--- config.mk ---
export PLATFORM = sky130hd
export DESIGN_NAME = frame_history_rmw
export DESIGN_NICKNAME = d
export VERILOG_FILES = /design/src/rtl/frame_history_pkg.sv /design/src/rtl/frame_history_vote.sv /design/src/rtl/frame_history_rmw.sv
export SDC_FILE = /design/constraint.sdc
export NUM_CORES = 1
export LEC_CHECK = 0
export CAP_MARGIN = 40
export CORE_MARGIN = 2
export CORE_UTILIZATION = 41
export CTS_CLUSTER_SIZE = 24
export DETAILED_ROUTE_END_ITERATION = 7
export PLACE_DENSITY_LB_ADDON = 0.12
export SETUP_SLACK_MARGIN = 0.02
export SLEW_MARGIN = 20
export SYNTH_ARGS = -nofsm -noshare
export SYNTH_HDL_FRONTEND = slang
export SYNTH_SLANG_ARGS = --single-unit
export TNS_END_PERCENT = 10
--- constraint.sdc ---
create_clock -name pclk -period 3 [get_ports pclk]
set_input_delay 0.9 -clock pclk [delete_from_list [all_inputs] [get_ports pclk]]
set_output_delay 0.9 -clock pclk [all_outputs]
set_load 0.02 [all_outputs]
--- src/rtl/frame_history_pkg.sv ---
// Shared types and slot helpers for the frame-history read-modify-write engine.
// Slot k of a packed word sits at bits [word_w-1-k*bpp -: bpp]; slot 0 is the MSBs.
package frame_history_pkg;

   localparam int MAX_BPP    = 8;
   localparam int MAX_WORD_W = 64;
   localparam int MAX_ADDR_W = 32;
   localparam int MAX_SLOT_W = 3;

   // S1 carries the pixel in data; W carries the full written word.
   typedef struct packed {
      logic                  valid;
      logic                  temporal;
      logic [MAX_SLOT_W-1:0] slot;
      logic [MAX_ADDR_W-1:0] addr;
      logic [MAX_WORD_W-1:0] data;
   } pipe_t;

   function automatic int word_w(input int bpp, input int depth);
      return bpp * depth;
   endfunction

   function automatic int slot_w(input int depth);
      return (depth > 1) ? $clog2(depth) : 1;
   endfunction

   function automatic logic [MAX_WORD_W-1:0] slot_insert(input logic [MAX_WORD_W-1:0] word,
                                                         input int slot,
                                                         input logic [MAX_BPP-1:0] pix,
                                                         input int bpp,
                                                         input int wordw);
      logic [MAX_WORD_W-1:0] r;
      int lsb;
      r   = word;
      lsb = wordw - (slot + 1) * bpp;
      for (int i = 0; i < MAX_BPP; i++) begin
         if (i < bpp) r[6'(lsb + i)] = pix[3'(i)];
      end
      return r;
   endfunction

   function automatic logic [MAX_BPP-1:0] slot_extract(input logic [MAX_WORD_W-1:0] word,
                                                       input int slot,
                                                       input int bpp,
                                                       input int wordw);
      logic [MAX_BPP-1:0] r;
      int lsb;
      r   = '0;
      lsb = wordw - (slot + 1) * bpp;
      for (int i = 0; i < MAX_BPP; i++) begin
         if (i < bpp) r[3'(i)] = word[6'(lsb + i)];
      end
      return r;
   endfunction

endpackage

--- src/rtl/frame_history_vote.sv ---
// Rounded mean of all history slots of the word being written; one registered cycle.
// No backpressure: follows the write strobe unconditionally.
module frame_history_vote
   import frame_history_pkg::*;
#(
   parameter int BPP    = 3,
   parameter int DEPTH  = 3,
   parameter int ADDR_W = 19
) (
   input  logic                  pclk,
   input  logic                  rst,
   input  logic                  valid,
   input  logic [ADDR_W-1:0]     addr,
   input  logic [BPP*DEPTH-1:0]  word,
   output logic                  vote_valid,
   output logic [ADDR_W-1:0]     vote_addr,
   output logic [BPP-1:0]        vote_pixel
);

   localparam int SUM_W = BPP + $clog2(DEPTH) + 1;

   logic [SUM_W-1:0] sum;
   logic [SUM_W-1:0] mean;

   // Rounding bias folded into the accumulator start value.
   always_comb begin
      sum = SUM_W'(DEPTH / 2);
      for (int k = 0; k < DEPTH; k++) begin
         sum = sum + SUM_W'(slot_extract(MAX_WORD_W'(word), k, BPP, BPP * DEPTH));
      end
      mean = sum / SUM_W'(DEPTH);
   end

   always_ff @(posedge pclk) begin
      if (rst) begin
         vote_valid <= 1'b0;
         vote_addr  <= '0;
         vote_pixel <= '0;
      end else begin
         vote_valid <= valid;
         vote_addr  <= addr;
         vote_pixel <= BPP'(mean);
      end
   end

endmodule

--- src/rtl/frame_history_rmw.sv ---
// Packs the last DEPTH frames per pixel address via RAM read-modify-write; write lands 1 cycle after accept.
// No backpressure, 1 pixel/cycle; same-address hazards forwarded; optional FRAME_HISTORY_VOTE_EN mean output.
module frame_history_rmw
   import frame_history_pkg::*;
#(
   parameter int BPP    = 3,
   parameter int DEPTH  = 3,
   parameter int ADDR_W = 19
) (
   input  logic                        pclk,
   input  logic                        rst,
   input  logic                        in_valid,
   input  logic [ADDR_W-1:0]           in_addr,
   input  logic [BPP-1:0]              in_pixel,
   input  logic                        frame_start,
   input  logic                        temporal_en,
   output logic                        mem_rd_en,
   output logic [ADDR_W-1:0]           mem_rd_addr,
   input  logic [BPP*DEPTH-1:0]        mem_rd_data,
   output logic                        mem_wr_en,
   output logic [ADDR_W-1:0]           mem_wr_addr,
   output logic [BPP*DEPTH-1:0]        mem_wr_data,
   output logic [$clog2(DEPTH)-1:0]    disp_slot,
   output logic                        hist_full,
   output logic                        vote_valid,
   output logic [ADDR_W-1:0]           vote_addr,
   output logic [BPP-1:0]              vote_pixel
);

   localparam int WORD_W = word_w(BPP, DEPTH);
   localparam int SLOT_W = slot_w(DEPTH);
   localparam int FCNT_W = $clog2(DEPTH + 1);

   logic [SLOT_W-1:0]     wr_slot;
   logic [SLOT_W-1:0]     wr_slot_nxt;
   logic [FCNT_W-1:0]     frames_seen;
   pipe_t                 s1;
   pipe_t                 w;
   logic                  fwd;
   logic [MAX_WORD_W-1:0] base;
   logic [MAX_WORD_W-1:0] wr_word;

   always_comb begin
      wr_slot_nxt = wr_slot;
      if (frame_start) wr_slot_nxt = (wr_slot == SLOT_W'(DEPTH - 1)) ? '0 : wr_slot + 1'b1;
   end

   // disp_slot is derived from the next slot so it never lags wr_slot.
   always_ff @(posedge pclk) begin
      if (rst) begin
         wr_slot     <= '0;
         disp_slot   <= SLOT_W'(DEPTH - 1);
         frames_seen <= '0;
      end else begin
         wr_slot   <= wr_slot_nxt;
         disp_slot <= (wr_slot_nxt == '0) ? SLOT_W'(DEPTH - 1) : wr_slot_nxt - 1'b1;
         if (frame_start && frames_seen != FCNT_W'(DEPTH)) frames_seen <= frames_seen + 1'b1;
      end
   end

   assign hist_full   = (frames_seen == FCNT_W'(DEPTH));
   assign mem_rd_en   = in_valid & temporal_en & ~rst;
   assign mem_rd_addr = in_addr;

   always_ff @(posedge pclk) begin
      if (rst) begin
         s1 <= '0;
      end else begin
         s1.valid    <= in_valid;
         s1.temporal <= temporal_en;
         s1.slot     <= MAX_SLOT_W'(wr_slot);
         s1.addr     <= MAX_ADDR_W'(in_addr);
         s1.data     <= MAX_WORD_W'(in_pixel);
      end
   end

   // The RAM read for S1 cannot see the write retiring this cycle; W supplies it.
   always_comb begin
      fwd  = w.valid && (w.addr == s1.addr);
      base = fwd ? w.data : MAX_WORD_W'(mem_rd_data);
      if (s1.temporal) wr_word = slot_insert(base, int'(s1.slot), s1.data[MAX_BPP-1:0], BPP, WORD_W);
      else             wr_word = slot_insert('0, 0, s1.data[MAX_BPP-1:0], BPP, WORD_W);
   end

   assign mem_wr_en   = s1.valid & ~rst;
   assign mem_wr_addr = s1.addr[ADDR_W-1:0];
   assign mem_wr_data = wr_word[WORD_W-1:0];

   always_ff @(posedge pclk) begin
      if (rst) begin
         w <= '0;
      end else begin
         w.valid    <= mem_wr_en;
         w.temporal <= 1'b0;
         w.slot     <= '0;
         w.addr     <= s1.addr;
         w.data     <= wr_word;
      end
   end

   logic unused;
   assign unused = ^{s1.data[MAX_WORD_W-1:MAX_BPP], s1.addr[MAX_ADDR_W-1:ADDR_W],
                     wr_word[MAX_WORD_W-1:WORD_W], w.temporal, w.slot};

`ifdef FRAME_HISTORY_VOTE_EN
   frame_history_vote #(
      .BPP    (BPP),
      .DEPTH  (DEPTH),
      .ADDR_W (ADDR_W)
   ) u_vote (
      .pclk       (pclk),
      .rst        (rst),
      .valid      (mem_wr_en),
      .addr       (mem_wr_addr),
      .word       (mem_wr_data),
      .vote_valid (vote_valid),
      .vote_addr  (vote_addr),
      .vote_pixel (vote_pixel)
   );
`else
   assign vote_valid = 1'b0;
   assign vote_addr  = '0;
   assign vote_pixel = '0;
`endif

endmodule

==> results of run 1 <==
==> per-layer routing <==
metal | global-route usage (%) | up-vias | part of all wire (%) | routed length [um]
met1 | 21.3 | 1195 | 45 | 3160
met2 | 27.9 | 78 | 47 | 3280
met5 | 0 | - | 0 | 0
met4 | 6.94 | 0 | 1.8 | 123
li1 | - | 1336 | - | -
met3 | 4.98 | 9 | 5.8 | 404
==> flip-flops by register name (all words and copies together) (netlist names) <==
register and cells:
frames_seen 2, wr_slot 2, mem_wr_addr 19, w 29, disp_slot 2, s1 7
==> how the worst min path moves through the flow <==
stage / start / endpoint / cells past startpoint
after global placement: s1[100]$_SDFF_PP0_ / w[100]$_SDFF_PP0_ / 1
after CTS: s1[100]$_SDFF_PP0_ / w[100]$_SDFF_PP0_ / 1
after detailed placement: s1[100]$_SDFF_PP0_ / w[100]$_SDFF_PP0_ / 1
final: s1[100]$_SDFF_PP0_ / w[100]$_SDFF_PP0_ / 1
after global routing: s1[100]$_SDFF_PP0_ / w[100]$_SDFF_PP0_ / 1
after floorplan: s1[100]$_SDFF_PP0_ / w[100]$_SDFF_PP0_ / 1
==> cells in the mapped netlist, types with 6 or more instances <==
cell       n  area (um2)
ha_1      10         125
a21oi_1    7        35.0
o21ai_0    6        30.0
nor2_1    20        75.1
dfxtp_1   61        1220
xnor2_1   20         175
nand2_1   14        52.6
a31oi_1    6        37.5
nor2b_1   52         325
buf_4     61         458
nand4_1   10        62.6
inv_1      6        22.5
clkbuf_1   6        22.5
==> cells by family (layout without fill, tap and decap cells) <==
kind of cell | Yosys count | after routing
flops | 61 | 61
fa+ha+maj | 10 | 10
mux | 6 | 6
other cells | 1 | 23
buf+inv | 73 | 182
compound gates | 28 | 28
xor+xnor | 20 | 20
simple gates | 143 | 143
==> power groups by stage <==
stage          Sequential (mW)  Clock [mW]  Combinational [mW]
2_1_floorplan            0.897           0               0.263
3_3_place_gp             0.893           0               0.428
3_5_place_dp             0.894           0               0.432
4_1_cts                  0.881       0.640               0.444
5_1_grt                  0.886       0.671               0.483
6_report                 0.881       0.618               0.445
==> timing repair <==
| item | CTS | global route |
|---|---|---|
| buffers inserted | 2 | 0 |
| setup endpoints to repair | 10 | 9 |
| resized for setup | 71 | 12 |
| pin swaps | 19 | 6 |
==> stage by stage <==
step | cell area [um2] | power (mW)
floorplan | 3240 | 1.16
global placement | 4280 | 1.32
detailed placement | 4280 | 1.33
CTS | 4560 | 1.96
global route | 4600 | 2.04
finish | 4600 | 1.95
==> cell type report <==
cell class                      instances  area share [%]
Multi-Input combinational cell        230            36.3
Timing Repair Buffer                  160            30.0
Sequential cell                        61            26.8
Clock buffer                           10            2.77
Tap cell                               99            2.69
Clock inverter                          6           0.843
Inverter                                6           0.544
==> qor.txt, run 1 <==
=====================================================================================================
Layout cells sized above 1                                                                      28.8%
Detailed Place HPWL                                                                           5510 um
Least setup slack across all paths after layout                                               -198 ps
Internal power component                                                                      1.39 mW
Average wire per cell in the routed design                                                    12.2 um
CP Data Arrival Time                                                                          2300 ps
FF-to-FF setup slack                                                                           940 ps
Cell count along the critical path                                                                  8
Number of buffers inserted during clock tree synthesis                                              9
DRC Markers                                                                                         0
Top FF cell, synth                                                                            dfxtp_1
Critical R2R Capture                                                                     w[3]$_SDFF_PP0_
First-pass detailed-route iteration total                                                           4
IO buf count                                                                                       87
Start-to-end type of the worst setup path                                                  reg -> out
Pre-CTS setup slack                                                                           -452 ps
Number of standard cells after synthesis                                                          342
Setup repair after global routing missed its margin                                              true
Worst-case vdd ir drop                                                                         327 uV
Crit path max-delay family                                                               simple AND/OR/NAND/NOR gates
Part of the power in registers                                                                  45.3%
Clock-pin slew on the worst setup and hold paths                                                70 ps
Cell Chain, Critical Path                                                                inv_4 -> ha_4 -> or4b_4 -> a21o_1 -> or3b_2 -> a21oi_2 -> nor3b_2 -> buf_4
Post-synthesis share of cell area spent on full adders, half adders and majority gates          3.99%
DP Cell Count                                                                                     554
Insertion delay to the later sink of the worst-skew pair                                       330 ps
Clock Skew                                                                                    13.2 ps
Area of the mapped netlist                                                                   3140 um2
Num ports                                                                                         111
Worst min-delay path class                                                                 reg -> reg
Basic-gate share of the synthesized area counting and, or, nand and nor cells                   27.9%
Combined global-route utilization of all metal layers                                           17.2%
Warnings from Yosys                                                                                 0
Area of combinational cells with multiple inputs                                             1670 um2
Post-route minimum period                                                                     3200 ps
Number of cell instances on the worst register-to-register path                                     8
Dominant combinational cell family by area after synthesis                               simple AND/OR/NAND/NOR gates
Max Root-Sink Buffers                                                                               2
Initial antenna violation count                                                                     0
Number of enable flip-flop cells after synthesis                                                    0
Global-route wire length before repair                                                      11,700 um
Number of inserted filler cells in the final layout                                               614
Critical-path maximum fanout                                                                        4
Share of the synthesized netlist area taken by xor and xnor gates                               5.58%
Vias post-DR                                                                                    2,618
Number of maximum-capacitance constraint violations                                                 0
Startpoint of the worst register-to-register path                                        s1[96]$_SDFF_PP0_
CTS Root Cell                                                                                clkbuf_8
Standard-cell rows                                                                                 31
ANT nets after route                                                                                0
Switching part of the total power                                                               28.5%
Total inserted antenna cells                                                                        0
Critical path startpoint category                                                                flop
Violations in the final reports                                                          negative setup slack
Distinct cell type count of the synthesized netlist                                                45
Launching element of the worst setup path                                                s1[96]$_SDFF_PP0_
Areal power density over the cells                                                         423 nW/um2
Part of the power in combinational logic                                                        22.9%
Complex-gate fraction of the synthesized area                                                   5.50%
Average size of a mapped cell                                                                9.18 um2
Iter 0 DRT Violations                                                                              57
Post-cts hold buffer count                                                                          0
Worst setup path endpoint                                                                mem_wr_data[3]
Vias in the first global route                                                                  2,542
Via/cell ratio                                                                                   4.58
Setup tns final                                                                              -1180 ps
Buffering stage count on the worst path with inverters included                                     2
Total number of nets in the final design                                                          514
Required time reported for the critical path endpoint                                         2100 ps
Worst hold-check slack                                                                         458 ps
Largest net degree at the start of global routing                                                  48
Global route overflow                                                                               0
Core Footprint                                                                               7330 um2
Ys async rst share                                                                                 0%
Delay of the slowest critical-path stage                                                       510 ps
Share of the clock period used by the worst path                                                 107%
Number of synthesized register bits                                                                61
# H-tree levels                                                                                     3
Placer Congestion                                                                               0.910
Most used cells in the layout excluding fill and tap cells                               76 x clkdlybuf4s50_1, 74 x buf_4, 55 x dfxtp_1
Endpoint kind of the worst setup timing path                                               output pin
Effective utilization at floorplan                                                              42.8%
Final Setup Violations                                                                              9
Layout Utilization                                                                              62.7%
Leakage                                                                                       1.85 nW
Synthesis-to-finish area growth                                                                 46.6%
Psw                                                                                          0.555 mW
Clock tree from TritonCTS                                                                         yes
Final Max Slew Viols                                                                                0
Cell Count, Final, Fillers Out                                                                    572
Result of the run                                                                        finished with violations
Total number of clock tree sinks                                                                   61
Die boundary height                                                                           91.5 um
Commonest non-fill, non-tap cell in the layout                                           clkdlybuf4s50_1
Crit path max-delay cell type                                                                  or4b_4
Power share of the clock group                                                                  31.8%
Portion of the post-synthesis area used by sequential elements                                  38.9%
Sequential standard cell area                                                                1230 um2
WL final                                                                                      6960 um
Hold Fails Final Rpt                                                                                0
Die Footprint                                                                                8370 um2
Multiplexer fraction of the synthesized cell area                                               1.99%
Upper clock frequency limit                                                                   313 MHz
Die boundary width                                                                            91.5 um
=====================================================================================================
Power figures use the tool's default switching activity.
==> run 2: changes to the inputs <==
--- a/config.mk
+++ b/config.mk
@@ -12,7 +12,6 @@
 export DETAILED_ROUTE_END_ITERATION = 7
 export PLACE_DENSITY_LB_ADDON = 0.12
 export SETUP_SLACK_MARGIN = 0.02
-export SLEW_MARGIN = 20
 export SYNTH_ARGS = -nofsm -noshare
 export SYNTH_HDL_FRONTEND = slang
 export SYNTH_SLANG_ARGS = --single-unit
==> results of run 2 <==
The final DEF is identical to that of run 1; final timing and power are the same.
==> run 3: changes to the inputs <==
--- a/config.mk
+++ b/config.mk
@@ -6,7 +6,6 @@
 export NUM_CORES = 1
 export LEC_CHECK = 0
 export CAP_MARGIN = 40
-export CORE_MARGIN = 2
 export CORE_UTILIZATION = 41
 export CTS_CLUSTER_SIZE = 24
 export DETAILED_ROUTE_END_ITERATION = 7
==> qor.txt, run 3 (synthesis gave the netlist of run 1 again) <==
==================================================================================
Result of the run                                                     finished with violations   unchanged
Violations in the final reports                                       negative setup slack   unchanged
CP Data Arrival Time                                                       2290 ps   was 2300 ps
FF-to-FF setup slack                                                        800 ps   was 940 ps
Commonest non-fill, non-tap cell in the layout                               buf_4   was clkdlybuf4s50_1
Upper clock frequency limit                                                313 MHz   about the same
Crit path max-delay cell type                                               or4b_4   unchanged
Area of combinational cells with multiple inputs                          1690 um2   was 1670 um2
Insertion delay to the later sink of the worst-skew pair                    330 ps   about the same
Cell Chain, Critical Path                                             inv_4 -> ha_4 -> or4b_4 -> a21o_1 -> or3b_4 -> a21oi_2 -> nor3b_2 -> buf_4   was inv_4 -> ha_4 -> or4b_4 -> a21o_1 -> or3b_2 -> a21oi_2 -> nor3b_2 -> buf_4
Critical-path maximum fanout                                                     5   was 4
Standard-cell rows                                                              31   unchanged
Pre-CTS setup slack                                                        -468 ps   was -452 ps
Endpoint kind of the worst setup timing path                            output pin   unchanged
Initial antenna violation count                                                  0   unchanged
Layout cells sized above 1                                                   31.7%   was 28.8%
CTS Root Cell                                                             clkbuf_8   unchanged
Average wire per cell in the routed design                                 12.5 um   was 12.2 um
Detailed Place HPWL                                                        5460 um   was 5510 um
Areal power density over the cells                                      419 nW/um2   was 423 nW/um2
Hold Fails Final Rpt                                                             0   unchanged
Startpoint of the worst register-to-register path                     s1[96]$_SDFF_PP0_   unchanged
Effective utilization at floorplan                                           42.8%   unchanged
Number of buffers inserted during clock tree synthesis                           9   unchanged
Most used cells in the layout excluding fill and tap cells            82 x buf_4, 76 x clkdlybuf4s50_1, 52 x nor2b_1, 52 x dfxtp_1, 23 x conb_1   was 76 x clkdlybuf4s50_1, 74 x buf_4, 55 x dfxtp_1
Core Footprint                                                            7330 um2   unchanged
Largest net degree at the start of global routing                               43   was 48
Setup repair after global routing missed its margin                           true   unchanged
# H-tree levels                                                                  3   unchanged
Most flops, register                                                             w   unchanged
DRC Markers                                                                      0   unchanged
Least setup slack across all paths after layout                            -194 ps   was -198 ps
Worst setup path endpoint                                             mem_wr_data[3]   unchanged
Required time reported for the critical path endpoint                      2100 ps   about the same
Critical R2R Capture                                                  w[3]$_SDFF_PP0_   unchanged
Global-route wire length before repair                                   11,600 um   was 11,700 um
Vias post-DR                                                                 2,693   was 2,618
Total number of nets in the final design                                       520   was 514
Crit path max-delay family                                            simple AND/OR/NAND/NOR gates   unchanged
Share of the clock period used by the worst path                              106%   was 107%
Clock tree from TritonCTS                                                      yes   unchanged
IO buf count                                                                    87   unchanged
Clock-pin slew on the worst setup and hold paths                             70 ps   about the same
Max Root-Sink Buffers                                                            2   unchanged
Final Setup Violations                                                           9   unchanged
Combined global-route utilization of all metal layers                        19.4%   was 17.2%
Delay of the slowest critical-path stage                                    500 ps   was 510 ps
ANT nets after route                                                             0   unchanged
Worst min-delay path class                                              reg -> reg   unchanged
Iter 0 DRT Violations                                                           71   was 57
Die boundary width                                                         89.5 um   was 91.5 um
Placer Congestion                                                            0.871   was 0.910
Vias in the first global route                                               2,517   was 2,542
First-pass detailed-route iteration total                                        4   unchanged
Buffering stage count on the worst path with inverters included                  2   unchanged
Critical path startpoint category                                             flop   unchanged
Clock Skew                                                                 11.1 ps   was 13.2 ps
Post-route minimum period                                                  3190 ps   was 3200 ps
Leakage                                                                    1.89 nW   was 1.85 nW
Synthesis-to-finish area growth                                              49.1%   was 46.6%
Number of cell instances on the worst register-to-register path                  9   was 8
Setup tns final                                                           -1200 ps   was -1180 ps
Die Footprint                                                             8010 um2   was 8370 um2
Flip-flop count of the largest register, all copies and words added             29   unchanged
Num ports                                                                      111   unchanged
Via/cell ratio                                                                4.66   was 4.58
Sequential standard cell area                                             1230 um2   about the same
Cell count along the critical path                                               8   unchanged
WL final                                                                   7240 um   was 6960 um
Worst-case vdd ir drop                                                      342 uV   was 327 uV
Global route overflow                                                            0   unchanged
Number of inserted filler cells in the final layout                            646   was 614
Start-to-end type of the worst setup path                               reg -> out   unchanged
Total number of clock tree sinks                                                61   unchanged
Die boundary height                                                        89.5 um   was 91.5 um
Launching element of the worst setup path                             s1[96]$_SDFF_PP0_   unchanged
Final Max Slew Viols                                                             0   unchanged
Number of maximum-capacitance constraint violations                              0   unchanged
Total inserted antenna cells                                                     0   unchanged
==================================================================================
[run 3: cell types whose count changed in the layout (fill, tap and decap cells not counted), sizes merged]
cell,previous run,this run
buf,82,88
[run 3: per-layer routing]
| metal | up-vias | global-route usage (%) | share of wire, % | routed length (um) |
|---|---|---|---|---|
| li1 | 1350 | - | - | - |
| met1 | 1246 | 23.9 | 46 | 3340 |
| met2 | 85 | 31.3 | 47 | 3420 |
| met3 | 12 | 4.34 | 4.1 | 296 |
| met4 | 0 | 11.0 | 2.5 | 181 |
| met5 | - | 0 | 0 | 0 |
[run 3: how the worst min path moves through the flow]
| stage | startpoint | endpoint | slack, ps | cells past startpoint |
|---|---|---|---|---|
| after global placement | s1[100]$_SDFF_PP0_ | w[100]$_SDFF_PP0_ | 440 | 1 |
| after floorplan | s1[100]$_SDFF_PP0_ | w[100]$_SDFF_PP0_ | 430 | 1 |
| after detailed placement | s1[100]$_SDFF_PP0_ | w[100]$_SDFF_PP0_ | 450 | 1 |
| final | s1[100]$_SDFF_PP0_ | w[100]$_SDFF_PP0_ | 460 | 1 |
| after CTS | s1[100]$_SDFF_PP0_ | w[100]$_SDFF_PP0_ | 460 | 1 |
| after global routing | s1[100]$_SDFF_PP0_ | w[100]$_SDFF_PP0_ | 480 | 1 |
[run 3: where the power goes]
part / internal (mW) / leakage [nW] / total (mW) / switching (mW)
combinational: 0.247 / 1.30 / 0.458 / 0.211
clock: 0.298 / 0.0824 / 0.620 / 0.322
sequential: 0.853 / 0.507 / 0.884 / 0.0307
[run 3: metrics by stage]
stage / instances / power, mW / cell area (um2) / util, % / hold slack [ps]
after detailed placement: 556 / 1.33 / 4300 / 58.6 / 449
final: 578 / 1.96 / 4680 / 63.8 / 462
after global routing: 578 / 2.06 / 4680 / 63.8 / 479
after CTS: 577 / 1.97 / 4600 / 62.8 / 459
after global placement: 556 / 1.32 / 4300 / 58.6 / 438
after floorplan: 364 / 1.16 / 3240 / - / 430
[run 3: timing repair]
action / in CTS / in global routing
endpoints found under the setup margin: 10 / 9
hold buffers: 0 / 0
buffers inserted: 5 / 1
gates resized for setup: 71 / 25
pin swaps: 17 / 12
[run 3: final cells by class]
type                    count  area share [%]
well taps                  99            2.65
clock buffers              10            2.73
multi-input cells         230            36.1
repair buffers            166            30.7
clock inverters             6           0.829
inverters                   6           0.535
flip-flops and latches     61            26.4
